$ cat src/rtl/rtc_set_ctrl.sv
// rtl/rtc_set_ctrl.sv - BCD time-of-day register with run/hold control and validated field loads
//
// Ports:
//   clk        system clock, rising edge
//   rst_n      asynchronous active-low reset
//   run_en     level; 0 freezes counting
//   time_in    BCD {tens, units} for the field being set (asynchronous switches)
//   set_hour   rising edge loads hours        (asynchronous level)
//   set_minute rising edge loads minutes      (asynchronous level)
//   set_second rising edge loads seconds      (asynchronous level)
//   set_mil    rising edge loads centiseconds (asynchronous level)
//   time_out   BCD {HH, MM, SS, CC}
//   field_sel  one-hot {hour, min, sec, mil} of the highest-priority set input held
//   holding    1 while the counter is frozen
//   load_err   sticky flag, set by a rejected load, cleared by an accepted one
//   day_pulse  one-cycle pulse on the 23:59:59.99 -> 00:00:00.00 wrap
module rtc_set_ctrl #(
   parameter int PRESCALE = 500000
) (
   input  logic        clk,
   input  logic        rst_n,
   input  logic        run_en,
   input  logic [7:0]  time_in,
   input  logic        set_hour,
   input  logic        set_minute,
   input  logic        set_second,
   input  logic        set_mil,
   output logic [31:0] time_out,
   output logic [3:0]  field_sel,
   output logic        holding,
   output logic        load_err,
   output logic        day_pulse
);

   localparam int PW = $clog2(PRESCALE);
   localparam logic [PW-1:0] PRE_LAST = PW'(PRESCALE - 1);

   typedef enum logic {ST_RUN, ST_HOLD} state_t;

   state_t        state_q, state_d;
   logic [3:0]    set_s1, set_s2, set_d;
   logic [7:0]    time_s1, time_s2;
   logic [PW-1:0] pre;
   logic [7:0]    hh, mm, ss, cc;

   logic [3:0]    set_rise, load_sel;
   logic [7:0]    load_lim;
   logic          load_ok, cnt_en, tick;
   logic          cc_w, ss_w, mm_w, hh_w;

   function automatic logic [3:0] prio_onehot(input logic [3:0] v);
      if (v[3])      return 4'b1000;
      else if (v[2]) return 4'b0100;
      else if (v[1]) return 4'b0010;
      else if (v[0]) return 4'b0001;
      else           return 4'b0000;
   endfunction

   function automatic logic [7:0] bcd_inc(input logic [7:0] v);
      if (v[3:0] == 4'd9) return {v[7:4] + 4'd1, 4'd0};
      else                return {v[7:4], v[3:0] + 4'd1};
   endfunction

   // Bit order everywhere: [3]=hour [2]=minute [1]=second [0]=mil
   assign set_rise  = set_s2 & ~set_d;
   assign load_sel  = prio_onehot(set_rise);
   assign field_sel = prio_onehot(set_s2);

   always_comb begin
      load_lim = 8'h99;
      if (load_sel[3])                    load_lim = 8'h23;
      else if (load_sel[2] | load_sel[1]) load_lim = 8'h59;
   end

   assign load_ok = (time_s2[7:4] <= 4'd9) && (time_s2[3:0] <= 4'd9) &&
                    (time_s2 <= load_lim);

   always_ff @(posedge clk or negedge rst_n) begin
      if (!rst_n) state_q <= ST_RUN;
      else        state_q <= state_d;
   end

   // Any held set input forces HOLD, so a load edge can never coincide with a tick.
   always_comb begin
      state_d = ST_HOLD;
      if (run_en && (set_s2 == 4'b0000)) state_d = ST_RUN;
   end

   assign holding = (state_q == ST_HOLD);
   assign cnt_en  = (state_d == ST_RUN);
   assign tick    = cnt_en && (pre == PRE_LAST);

   assign cc_w = (cc == 8'h99);
   assign ss_w = (ss == 8'h59);
   assign mm_w = (mm == 8'h59);
   assign hh_w = (hh == 8'h23);

   always_ff @(posedge clk or negedge rst_n) begin
      if (!rst_n) begin
         set_s1    <= '0;
         set_s2    <= '0;
         set_d     <= '0;
         time_s1   <= '0;
         time_s2   <= '0;
         pre       <= '0;
         hh        <= '0;
         mm        <= '0;
         ss        <= '0;
         cc        <= '0;
         load_err  <= 1'b0;
         day_pulse <= 1'b0;
      end else begin
         set_s1  <= {set_hour, set_minute, set_second, set_mil};
         set_s2  <= set_s1;
         set_d   <= set_s2;
         time_s1 <= time_in;
         time_s2 <= time_s1;

         // Leaving RUN discards the partial period.
         if (!cnt_en || pre == PRE_LAST) pre <= '0;
         else                            pre <= pre + 1'b1;

         day_pulse <= tick && cc_w && ss_w && mm_w && hh_w;

         if (tick) begin
            cc <= cc_w ? 8'h00 : bcd_inc(cc);
            if (cc_w)
               ss <= ss_w ? 8'h00 : bcd_inc(ss);
            if (cc_w && ss_w)
               mm <= mm_w ? 8'h00 : bcd_inc(mm);
            if (cc_w && ss_w && mm_w)
               hh <= hh_w ? 8'h00 : bcd_inc(hh);
         end else if (load_sel != 4'b0000) begin
            if (load_ok) begin
               load_err <= 1'b0;
               case (load_sel)
                  4'b1000: hh <= time_s2;
                  4'b0100: mm <= time_s2;
                  4'b0010: ss <= time_s2;
                  default: cc <= time_s2;
               endcase
            end else begin
               load_err <= 1'b1;
            end
         end
      end
   end

   assign time_out = {hh, mm, ss, cc};

endmodule

$ cat config.mk
export PLATFORM = sky130hd
export DESIGN_NAME = rtc_set_ctrl
export DESIGN_NICKNAME = d
export VERILOG_FILES = /design/src/rtl/rtc_set_ctrl.sv
export SDC_FILE = /design/constraint.sdc
export NUM_CORES = 1
export LEC_CHECK = 0
export ABC_AREA = 1
export CAP_MARGIN = 20
export CORE_AREA = 3 3 105 107
export DETAILED_ROUTE_END_ITERATION = 12
export DIE_AREA = 0 0 108 110
export PLACE_DENSITY = 0.7
export SYNTH_ARGS = -nofsm -noshare
export SYNTH_HDL_FRONTEND = slang
export SYNTH_SLANG_ARGS = --single-unit
$ cat constraint.sdc
create_clock -name clk -period 2.77 [get_ports clk]
set_clock_uncertainty 0.15 [all_clocks]
set_input_delay 0.6925 -clock clk [delete_from_list [all_inputs] [get_ports clk]]
set_output_delay 0.6925 -clock clk [all_outputs]
set_load 0.05 [all_outputs]
* After elaboration in Yosys (flattened, before gate mapping)
Index checks and enable logic that the tools add are counted.
** Cells by class
- $add $sub $neg :: 9
- Order comparisons :: 3
- Equal/unequal tests :: 20
- Muxes and demuxes :: 40
- Bitwise operators :: 4
- Reductions and logical operators :: 29
** Operator list (number)
- $mux W8 :: 29
- $add A4 B1 Y4 const B :: 8
- $eq A4 B4 Y1 const B :: 5
- $add A19 B1 Y19 const B :: 1
- $eq A19 B19 Y1 const B :: 1
- $mux W19 :: 1
- $eq A8 B7 Y1 const B :: 2
- $reduce_and A4 Y1 :: 4
- $reduce_and A5 Y1 :: 3
- $mux W4 :: 3
- $ne A3 B1 Y1 const B :: 4
- $logic_and A1 B1 Y1 :: 10
- $reduce_bool A2 Y1 :: 5
- $eq A8 B6 Y1 const B :: 1
- $eq A8 B8 Y1 const B :: 1
- $le A4 B4 Y1 const B :: 2
- $le A8 B8 Y1 :: 1
- $ne A2 B1 Y1 const B :: 4
- $and A4 B4 Y4 :: 1
- $eq A4 B2 Y1 const B :: 1
- $eq A4 B3 Y1 const B :: 1
- $logic_not A4 Y1 :: 1
- $mux W1 :: 4
- $mux W2 :: 2
- 10 further kinds :: 10
** Storage, ports and cells
- Register bits :: 82
- Output and inout bits :: 39
- Word-level logic and storage cells :: 122

* Depth between registers and ports, before layout
- Depth after elaboration :: 14
- Gate-level depth with buffers :: 18

* Worst setup path before layout
OpenSTA, ideal clock, no wires.
- Path type :: reg2reg
- Start :: register set_s2[3]
- End :: register hh[6]
- Library setup time :: 0.120 ns
- Data arrival time :: 2.127 ns
- Setup slack :: 0.373 ns
- Cell stages (with the launch flop) :: 19
- Path buffers :: 2
- Cells stage by stage :: dfrtp_1 > inv_2 > or2_1 > buf_2 > inv_4 > nor2_4 > inv_1 > ha_1 > nand2_1 > inv_1 > a21oi_1 > nand2_1 > nand2_1 > nand2_1 > nand2_1 > buf_4 > nand3_2 > nand2_1 > nand2_1
** Between the ends
- Cells in the longest elaborated chain, start to end :: 9
** RTL lines
- start, declared :: RTL line 41 : logic [3:0] set_s1, set_s2, set_d;
- start signal, assigned :: RTL line 114 : set_s2 <= set_s1;
- $and A4 B4 Y4 :: RTL line 65 : assign set_rise = set_s2 & ~set_d;
- $mux W4 :: RTL line 52 : if (v[3]) return 4'b1000;
- $or A1 B1 Y1 :: RTL line 72 : else if (load_sel[2] | load_sel[1]) load_lim = 8'h59;
- $mux W8 :: RTL line 72
- $mux W8 :: RTL line 71 : if (load_sel[3]) load_lim = 8'h23;
- $le A8 B8 Y1 :: RTL line 76 : (time_s2 <= load_lim);
- $logic_and A1 B1 Y1 :: RTL line 75 : assign load_ok = (time_s2[7:4] <= 4'd9) && (time_s2[3:0] <= 4'd9) &&
- $reduce_bool A2 Y1 (no line)
- $reduce_and A5 Y1 (no line)
- end signal, assigned :: RTL line 132 : hh <= hh_w ? 8'h00 : bcd_inc(hh);
- end signal, assigned :: RTL line 137 : 4'b1000: hh <= time_s2;
- end, declared :: RTL line 44 : logic [7:0] hh, mm, ss, cc;
Several ways; a longest one is shown, not always the timed one.
A chain may end at the register's enable or synchronous reset.

* Worst setup path after layout
- Start :: register set_s2[3]
- End :: output port field_sel[2]
** Between the ends
- Cells in the longest elaborated chain, start to end :: 1
** RTL lines
- $mux W4 :: RTL line 52
- end, declared :: RTL line 29 : output logic [3:0] field_sel,
Every way passes these cells.

==> out/metrics.cfg <==
[synth]
netlist_area_um2=4580
yosysTopAreaCell=dfrtp_1
yosysUniqueCellTypes=32
synth_edf_count=0
ys_seq_area_share_pct=44.8
synth_warnings=0
avgSynthCellArea_um2=7.91
ys.flop_type=dfrtp_1
synth_seq_cells=82
async_reset_ff_share_pct=100
synth_area_leaders=dfrtp_1, nand2_1, ha_1, nand3_1, inv_1
synth_largest_type_area_fraction_pct=44.8
syn_inst=579
synth_nets=617

[power_and_ir_drop]
power_density_nw_per_um2=723
leakagePower_nw=2.58
ir_drop_mv=0.368

[clock_tree]
cts_setup_buffers=0
holdBufCountCts=0
clock_tree.root_cell=clkbuf_8
cts_buffer_depth=2
tritoncts=yes
cts_made_buffers=9
cts.clk_slew.worst_paths_ns=0.08
htree_levels=3
clkSinkCount=82
postCtsResizedCells=1
clock_latency_ns=0.37

[drt]
drc=0
first_pass_iters=5
post_drt_wl_per_cell_um=13.6
wl_mm=10.7
first_iter_violations=264
ant_nets=0
vias=3966
vias_per_cell=5.05

[grt]
grt_pass1_vias=3775
grt.overflow.total=0
grt_antenna_before_repair=0
grt_max_degree=44
grt_pass1_wl_mm=17.8
grt_util_all_layers_pct=19.0

[critical_path]
reg2reg_to=ss[5]
crit_start=set_s2[3]
critPathKind=flop to output port
r2r_setup_slack_ns=0.25
worst_r2r_path_depth=15
cp_data_arrival_time_ns=1.83
critPathRequiredTime_ns=1.93
critPathCapture=field_sel[2]
start_kind=flop
cp_max_fo=4
cp-end-kind=output port
reg2reg_from=set_s2[2]

[layout]
instances_no_fill=786
final_cell_mix=nand2_1, dfrtp_1, inv_1, nand3_1, nor2_1
final_common_cell=nand2_1
nNetsFinal=683
n_fill_cell=938
postLayoutCoreUtil_pct=53.7
area.growth.synth_to_final_pct=20.1
num_antenna_cells=0
drive_gt1_share_pct=11.5

[sta]
period_needed_ns=2.68
fin_crit_sh_pct=96.6
max_clock_freq_ghz=0.374
maxSlewViolCount=0
finalWorstSetupSlack_ns=0.0950
setup_violations=0
rsz0062_at_grt=false
tightest_slew_ns=0.536
whs_ns=0.149
hold_viol_final=0
tns_ns=0
max_slew_margin_pct=64.3

[place]
dpl.cell_count=770
dp_slack_ns=0.174
place.port_buffers=53
gp_congestion=0.870
place_hpwl_mm=7.93

[outcome]
status=complete, no violations

[floorplan]
die_w_um=108
core_area_um2=10200
die_y_um=110
ios=54
start_util_pct=44.7
rows=37
dieArea_um2=11900

[min_path]
hold_class=input pin to asynchronous set/reset pin

[flow_run]
cap_violations=0

metrics by stage:
| step | instance area [um^2] | power (mW) |
|---|---|---|
| floorplan | 4580 | 2.65 |
| global placement | 5320 | 3.17 |
| detailed placement | 5320 | 3.20 |
| CTS | 5490 | 4.00 |
| global route | 5500 | 4.22 |
| finish | 5500 | 3.98 |
flip-flops by register name, indices dropped and copies added, names as in the netlist:
register and count:
time_s2 8, load_err 1, pre 19, hh 8, day_pulse 1, cc 8
time_s1 8, mm 8, set_s2 4, holding 1, ss 8, set_s1 4
set_d 4
critical path: stages, from the launching register on:
cell and delay [ns]:
dfrtp_1 0.39, buf_4 0.15, nor2_1 0.11, clkdlybuf4s50_1 0.82
final cells by class:
| type | instances | area, um^2 | area share, % |
|---|---|---|---|
| clock inverter | 7 | 50.0 | 0.910 |
| sequential | 82 | 2050 | 37.3 |
| clock buffer | 9 | 124 | 2.25 |
| timing repair buffer | 63 | 624 | 11.4 |
| multi-input combinational | 417 | 2200 | 40.1 |
| inverter | 72 | 274 | 4.98 |
| tap | 136 | 170 | 3.09 |
worst min-delay path by stage:
stage / from / endpoint / depth (start not counted)
global placement: set_s1[0] / set_s2[0] / 0
finish: rst_n / hh[3] / 1
CTS: rst_n / hh[3] / 1
global route: rst_n / load_err / 1
floorplan: set_s1[0] / set_s2[0] / 0
detailed placement: time_s1[2] / time_s2[2] / 0
where the power goes:
group	total [mW]	switching [mW]	internal, mW
Combinational	1.54	1.01	0.532
Clock	0.792	0.461	0.332
Sequential	1.65	0.271	1.37
Total	3.98	1.74	2.24
cells in the mapped netlist, types with 5 or more instances:
library cell / count
nor2_2: 6
nor2_4: 7
inv_2: 8
xor2_1: 11
nand2_2: 11
a21oi_1: 10
nor3_1: 5
nand3_1: 55
nor2_1: 51
or2_2: 5
nand2_1: 162
inv_1: 62
o21ai_0: 28
dfrtp_1: 82
ha_1: 23
nand4_1: 21
cells by family (layout without fill, tap and decap cells):
family,count (synthesis),count (layout),share of synthesized area [%]
xor gates and xnor gates,15,15,2.87
adders and majority gates,23,23,6.29
muxes,1,1,0.246
DFF,82,82,44.8
AOI/OAI and AO/OA,44,44,5.00
buffers and inverters,80,151,7.24
and+or+nand+nor,334,334,33.5
per-layer routing:
metal  vias to the layer above  part of all wire, %  track usage, %  wire length (um)
li1                       1983                    -               -                 -
met1                      1839                   47            26.0              4970
met2                       130                   46            30.5              4970
met3                        14                  5.5            2.97               587
met4                         0                  1.5            7.48               162
met5                         -                    0               0                 0
Note: power is estimated with default switching activity, not from simulation.
